==> src/rtl/trace_pkg.sv <==
// trace_pkg: character constants, arbiter state type and the modulo-N pointer increment.
package trace_pkg;
   localparam logic [7:0] CH_CARET = 8'h5E;
   localparam logic [7:0] CH_HASH  = 8'h23;
   typedef enum logic {IDLE, PASS} state_t;
   function automatic logic [2:0] wrap_inc(input logic [2:0] v, input int n);
      return (int'(v) + 1 >= n) ? 3'd0 : v + 3'd1;
   endfunction
endpackage

==> src/rtl/rr_picker.sv <==
// rr_picker: first set bit of cand at or after ptr, wrapping modulo N_SRC.
module rr_picker
   import trace_pkg::*;
#(
   parameter int N_SRC = 4,
   parameter int GW    = 2
) (
   input  logic [N_SRC-1:0] cand,
   input  logic [GW-1:0]    ptr,
   output logic             found,
   output logic [GW-1:0]    idx
);
   logic [GW-1:0] j;
   always_comb begin
      found = 1'b0;
      idx   = '0;
      j     = '0;
      // Scan backwards so the candidate closest to ptr is the last one written.
      for (int k = N_SRC - 1; k >= 0; k--) begin
         j = GW'((int'(ptr) + k) % N_SRC);
         if (cand[j]) begin
            found = 1'b1;
            idx   = j;
         end
      end
   end
endmodule

==> src/rtl/trace_arbiter.sv <==
// trace_arbiter: round-robin arbiter granting the checker character channel one whole
// ^...# record at a time, draining strays in IDLE and aborting stalled records.
module trace_arbiter
   import trace_pkg::*;
#(
   parameter int  N_SRC   = 4,
   parameter int  TIMEOUT = 64,
   localparam int GW      = (N_SRC > 1) ? $clog2(N_SRC) : 1
) (
   input  logic               clk,
   input  logic               reset,
   input  logic [N_SRC-1:0]   req_valid,
   input  logic [8*N_SRC-1:0] req_char,
   output logic [N_SRC-1:0]   req_ready,
   output logic               out_valid,
   output logic [7:0]         out_char,
   input  logic               out_ready,
   output logic               busy,
   output logic [GW-1:0]      grant_id,
   output logic               record_done,
   output logic               abort
);
   localparam int            CW   = $clog2(TIMEOUT + 1);
   localparam logic [CW-1:0] TMAX = CW'(TIMEOUT);

   state_t           state_q, state_d;
   logic             out_valid_q, out_valid_d;
   logic [7:0]       out_char_q, out_char_d;
   logic [GW-1:0]    grant_id_q, grant_id_d;
   logic [GW-1:0]    rr_ptr_q, rr_ptr_d;
   logic [CW-1:0]    idle_cnt_q, idle_cnt_d;
   logic             record_done_q, record_done_d;
   logic             abort_q, abort_d;
   logic [N_SRC-1:0] cand, rdy;
   logic [GW-1:0]    win, rr_next;
   logic [7:0]       g_char;
   logic             found, slot_free, acc;

   rr_picker #(.N_SRC(N_SRC), .GW(GW)) u_picker (
      .cand  (cand),
      .ptr   (rr_ptr_q),
      .found (found),
      .idx   (win)
   );

   assign slot_free = !out_valid_q || out_ready;
   assign g_char    = req_char[{grant_id_q, 3'b000} +: 8];
   assign acc       = (state_q == PASS) && slot_free && req_valid[grant_id_q];
   assign rr_next   = GW'(wrap_inc(3'(grant_id_q), N_SRC));

   always_comb begin
      cand = '0;
      for (int i = 0; i < N_SRC; i++) cand[i] = req_valid[i] && (req_char[8*i +: 8] == CH_CARET);
   end

   always_comb begin
      state_d       = state_q;
      out_valid_d   = out_valid_q && !out_ready;
      out_char_d    = out_char_q;
      grant_id_d    = grant_id_q;
      rr_ptr_d      = rr_ptr_q;
      idle_cnt_d    = idle_cnt_q;
      record_done_d = 1'b0;
      abort_d       = 1'b0;
      rdy           = req_valid & ~cand;
      if (state_q == IDLE) begin
         if (found && slot_free) begin
            rdy[win]    = 1'b1;
            out_valid_d = 1'b1;
            out_char_d  = CH_CARET;
            grant_id_d  = win;
            idle_cnt_d  = '0;
            state_d     = PASS;
         end
      end else begin
         rdy             = '0;
         rdy[grant_id_q] = acc;
         if (acc) begin
            out_valid_d = 1'b1;
            out_char_d  = g_char;
            idle_cnt_d  = '0;
            if (g_char == CH_HASH) begin
               record_done_d = 1'b1;
               rr_ptr_d      = rr_next;
               state_d       = IDLE;
            end
         end else if (!req_valid[grant_id_q]) begin
            // Only source silence counts; back-pressure from the checker never aborts.
            idle_cnt_d = (idle_cnt_q == TMAX) ? idle_cnt_q : idle_cnt_q + CW'(1);
            if (idle_cnt_d == TMAX) begin
               abort_d  = 1'b1;
               rr_ptr_d = rr_next;
               state_d  = IDLE;
            end
         end
      end
   end

   always_ff @(posedge clk) begin
      if (reset) begin
         state_q       <= IDLE;
         out_valid_q   <= 1'b0;
         out_char_q    <= '0;
         grant_id_q    <= '0;
         rr_ptr_q      <= '0;
         idle_cnt_q    <= '0;
         record_done_q <= 1'b0;
         abort_q       <= 1'b0;
      end else begin
         state_q       <= state_d;
         out_valid_q   <= out_valid_d;
         out_char_q    <= out_char_d;
         grant_id_q    <= grant_id_d;
         rr_ptr_q      <= rr_ptr_d;
         idle_cnt_q    <= idle_cnt_d;
         record_done_q <= record_done_d;
         abort_q       <= abort_d;
      end
   end

   assign req_ready   = reset ? '0 : rdy;
   assign out_valid   = out_valid_q;
   assign out_char    = out_char_q;
   assign busy        = (state_q == PASS);
   assign grant_id    = grant_id_q;
   assign record_done = record_done_q;
   assign abort       = abort_q;
endmodule

==> config.mk <==
export PLATFORM = sky130hd
export DESIGN_NAME = trace_arbiter
export DESIGN_NICKNAME = d
export VERILOG_FILES = /design/src/rtl/trace_pkg.sv /design/src/rtl/rr_picker.sv /design/src/rtl/trace_arbiter.sv
export SDC_FILE = /design/constraint.sdc
export NUM_CORES = 1
export LEC_CHECK = 0
export CELL_PAD_IN_SITES_DETAIL_PLACEMENT = 1
export CELL_PAD_IN_SITES_GLOBAL_PLACEMENT = 1
export CORE_MARGIN = 2
export CORE_UTILIZATION = 41
export CTS_CLUSTER_DIAMETER = 60
export DETAILED_ROUTE_END_ITERATION = 7
export DONT_BUFFER_PORTS = 1
export PLACE_DENSITY = 0.71
export SLEW_MARGIN = 25
export SYNTH_ARGS = -nofsm -noshare
export SYNTH_HDL_FRONTEND = slang
export SYNTH_SLANG_ARGS = --single-unit
==> constraint.sdc <==
create_clock -name clk -period 2.8 [get_ports clk]
set_clock_uncertainty 0.05 [all_clocks]
set_input_delay 0.7 -clock clk [delete_from_list [all_inputs] [get_ports clk]]
set_output_delay 0.7 -clock clk [all_outputs]
set_load 0.02 [all_outputs]
==> impl_results.rst <==
.. list-table::
   :header-rows: 1

   * - Metric
     - Value
   * - Power density of the placed cells
     - 291 mW/mm²
   * - Sink of the worst hold path
     - idle_cnt_q[6]
   * - Register-to-Register Path Depth
     - 8
   * - Area inside the core boundary
     - 0.00406 mm²
   * - Proportion of register bits with asynchronous set or reset after synthesis
     - 0
   * - Number of distinct standard cells referenced by the synthesized netlist
     - 46
   * - Kind of end point of the critical path
     - primary output
   * - Power Total
     - 0.000600 W
   * - Number of design-rule violations left by the first detailed-router iteration
     - 67
   * - WL per Instance
     - 21.0 µm
   * - Overall die area
     - 0.00480 mm²
   * - Critical setup path kind
     - primary input to primary output
   * - Clock slew at reported path FFs
     - 0.09 ns
   * - Slack of the worst reg-to-reg path
     - 0.47 ns
   * - Min cycle time layout
     - 2.88 ns
   * - Yosys warns
     - 0
   * - Worst-margin pin slew
     - 0.547 ns
   * - GP Congestion
     - 0.908
   * - Final core area utilization
     - 0.508
   * - Class of the tightest hold or removal check
     - primary input to flip-flop
   * - Gate count of the mapped netlist
     - 202
   * - Average cell area after synthesis
     - 8.65 µm²
   * - Critical Path AT
     - 2.13 ns
   * - Cell accounting for the most synthesized area
     - sky130_fd_sc_hd__dfxtp_1
   * - Boundary Pins
     - 57
   * - Post-Synthesis Cell Area
     - 0.00175 mm²
   * - Slowest stage cell on the critical path
     - sky130_fd_sc_hd__or3_4
   * - Sum of buffers and inverters on the critical path
     - 0
   * - Number of vias per cell
     - 6.52
   * - RSZ-0062 raised after global routing
     - yes
   * - Portion of the post-synthesis area used by sequential elements
     - 0.263
   * - Fin crit share
     - 1.03
   * - Final hold viol count
     - 0
   * - Final HPWL DP
     - 4230 µm
   * - Deepest level of the CTS H-tree
     - 1
   * - DP Worst Slack
     - -0.0759 ns
   * - Share of final-layout standard cells stronger than drive strength 1
     - 0.236
   * - Port Buffer Count
     - 0
   * - Top library cells by usage in the layout, fill and taps aside
     - sky130_fd_sc_hd__dfxtp_1 (23), sky130_fd_sc_hd__nor2_1 (18), sky130_fd_sc_hd__buf_4 (14)
   * - WHS Path Cells
     - 1
   * - Hold path startpoint
     - reset
   * - First-pass GRT wire length
     - 8850 µm
   * - CTS tree
     - built
   * - Final critical-path setup slack
     - -0.0807 ns
   * - Vias in the first global route
     - 1798
   * - Die boundary width
     - 69.3 µm
   * - Overall global routing resource usage
     - 0.226
   * - Height of the chip
     - 69.3 µm
   * - Final number of max-transition violations
     - 0
   * - Number of antenna violations at the first check in global routing
     - 0
   * - Synthesized netlist net count
     - 248
   * - Crit Reg-Reg Startpoint
     - idle_cnt_q[0]
   * - Setup violators final
     - 4
   * - Buffer type at the clock tree root
     - sky130_fd_sc_hd__clkbuf_8
   * - Delay of the slowest critical-path stage
     - 0.43 ns
   * - Top achievable clock speed
     - 347 MHz
   * - Violations in the final reports
     - setup timing
   * - # hold bufs at CTS
     - 0
   * - Maximum number of pins on one net before global-route repair
     - 31
   * - Net total in the final layout
     - 255
   * - Number of cell rows
     - 23
   * - Leakage power figure
     - 0.716 nW
   * - Worst slew margin
     - 0.632
   * - Worst vdd ir
     - 0.142 mV
   * - Synthesis-to-finish area growth
     - 18.0%
   * - Status
     - finished with violations
   * - Maximum fanout along the worst path
     - 3
   * - Fillers
     - 465
   * - Req. time, crit path
     - 2.05 ns
   * - Ant. Diodes
     - 0
   * - Number of flip-flops and latches in the synthesized netlist
     - 23
   * - Crit Reg-Reg Endpoint
     - rr_ptr_q[0]
   * - TritonCTS buffer count
     - 3
   * - Fraction of post-synthesis cell area in the top cell type by area
     - 0.263
   * - First-pass detailed-route iteration total
     - 4
   * - Antenna-violating nets left
     - 0
   * - Largest cells by area after synthesis
     - sky130_fd_sc_hd__dfxtp_1 (26%), sky130_fd_sc_hd__mux4_1 (7.5%), sky130_fd_sc_hd__mux4_2 (5.2%)
   * - GR Overflow Total
     - 0
   * - Max Cap Viol
     - 0
   * - Sort of element at the start of the critical path
     - primary input
   * - Initial cell density of the core
     - 0.431
   * - CTS Sinks
     - 23
   * - Leading cell type in the layout, fill and taps excluded
     - sky130_fd_sc_hd__dfxtp_1
   * - Cell Chain, Critical Path
     - and4bb_2 > and3_1 > a2bb2oi_2 > nor2_1 > or3_4 > o22ai_4
   * - Maximum root-to-sink buffer count
     - 2
   * - Most used flip-flop cell after synthesis
     - sky130_fd_sc_hd__dfxtp_1
   * - Total number of vias
     - 1683
   * - Final routed DRC violation total
     - 0
   * - Cell family with the largest share of critical-path delay
     - simple AND/OR/NAND/NOR gates
   * - Number of enable flip-flop cells after synthesis
     - 0
   * - Worst-case hold slack
     - 0.437 ns
   * - Clock insertion delay at the later pin of the skew report
     - 0.27 ns
   * - Routed WL
     - 5420 µm
## registers in the layout, indices dropped and copies added (netlist names)
name,count
out_char,8
busy,1
grant_id,2
abort,1
record_done,1
rr_ptr_q,2
idle_cnt_q,7
out_valid,1
## worst max-delay path by stage
stage	cells past startpoint	endpoint	slack [ns]	from
2_1_floorplan	6	req_ready[3]	-0.004	req_char[31]
3_3_place_gp	6	req_ready[3]	-0.05	req_char[31]
3_5_place_dp	6	req_ready[3]	-0.08	req_char[21]
4_1_cts	6	req_ready[3]	-0.07	req_char[21]
5_1_grt	6	req_ready[3]	-0.13	req_char[21]
6_report	6	req_ready[3]	-0.08	req_char[31]
## cells in the mapped netlist, types with 2 or more instances
library cell and count:
sky130_fd_sc_hd__and4bb_2 3, sky130_fd_sc_hd__and4b_1 4, sky130_fd_sc_hd__mux4_1 5, sky130_fd_sc_hd__nand3_1 12
sky130_fd_sc_hd__nand4_1 2, sky130_fd_sc_hd__dfxtp_1 23, sky130_fd_sc_hd__mux4_2 4, sky130_fd_sc_hd__nor2b_1 4
sky130_fd_sc_hd__mux2i_1 2, sky130_fd_sc_hd__nand2b_1 5, sky130_fd_sc_hd__and3_1 7, sky130_fd_sc_hd__o21ai_0 10
sky130_fd_sc_hd__clkbuf_1 8, sky130_fd_sc_hd__a21oi_1 12, sky130_fd_sc_hd__clkinv_1 2, sky130_fd_sc_hd__or3_1 3
sky130_fd_sc_hd__a31oi_1 3, sky130_fd_sc_hd__a32oi_1 5, sky130_fd_sc_hd__xor2_1 2, sky130_fd_sc_hd__nand2_1 14
sky130_fd_sc_hd__inv_1 6, sky130_fd_sc_hd__nor3_1 11, sky130_fd_sc_hd__buf_2 3, sky130_fd_sc_hd__and2_1 2
sky130_fd_sc_hd__o22ai_1 5, sky130_fd_sc_hd__ha_1 7, sky130_fd_sc_hd__nor2_1 18, sky130_fd_sc_hd__a2bb2oi_1 2
## routing by layer
metal  global-route usage  part of all wire  wire length, µm  vias up
met5                    0                 0                0        -
met4               0.0523             0.011               61        0
met3               0.0552             0.051              279        8
met2                0.401              0.51             2770       50
met1                0.277              0.43             2310      840
li1                     -                 -                -      785
## area by class of cell
cell class	instances	area (µm²)	area share
multi-input combinational	159	1360	0.659
sequential	23	460	0.223
timing repair buffer	14	105	0.0509
tap	50	62.6	0.0303
clock buffer	3	41.3	0.0200
inverter	8	30.0	0.0146
clock inverter	1	5.00	0.00243
## power by group
group / switching (W) / total, W / internal (W) / leakage (nW)
sequential: 0.00000295 / 0.000331 / 0.000328 / 0.185
combinational: 0.0000271 / 0.0000585 / 0.0000313 / 0.505
clock: 0.000111 / 0.000210 / 0.0000994 / 0.0255
## kinds of logic after synthesis
| kind of cell | Yosys count | synth area share |
|---|---|---|
| buffers and inverters | 20 | 0.0494 |
| AO/OA/AOI/OAI | 45 | 0.171 |
| multiplexers | 11 | 0.138 |
| XOR/XNOR | 3 | 0.0150 |
| AND/OR/NAND/NOR | 93 | 0.313 |
| flip-flops | 23 | 0.263 |
| adder cells (fa/ha/maj) | 7 | 0.0501 |
## through the flow
stage	cell area (µm²)	TNS [ns]	std cells
after floorplan	1850	-0.00439	202
after global placement	1940	-0.108	253
after detailed placement	1940	-0.242	253
after CTS	2020	-0.0939	258
after global routing	2060	-0.369	258
final	2060	-0.123	258
## timing repair
action,CTS,global route
gates resized for setup,6,6
setup endpoints to repair,4,4
pin swaps,3,3
buffers inserted,1,0
(Power assumes the default switching activity.)
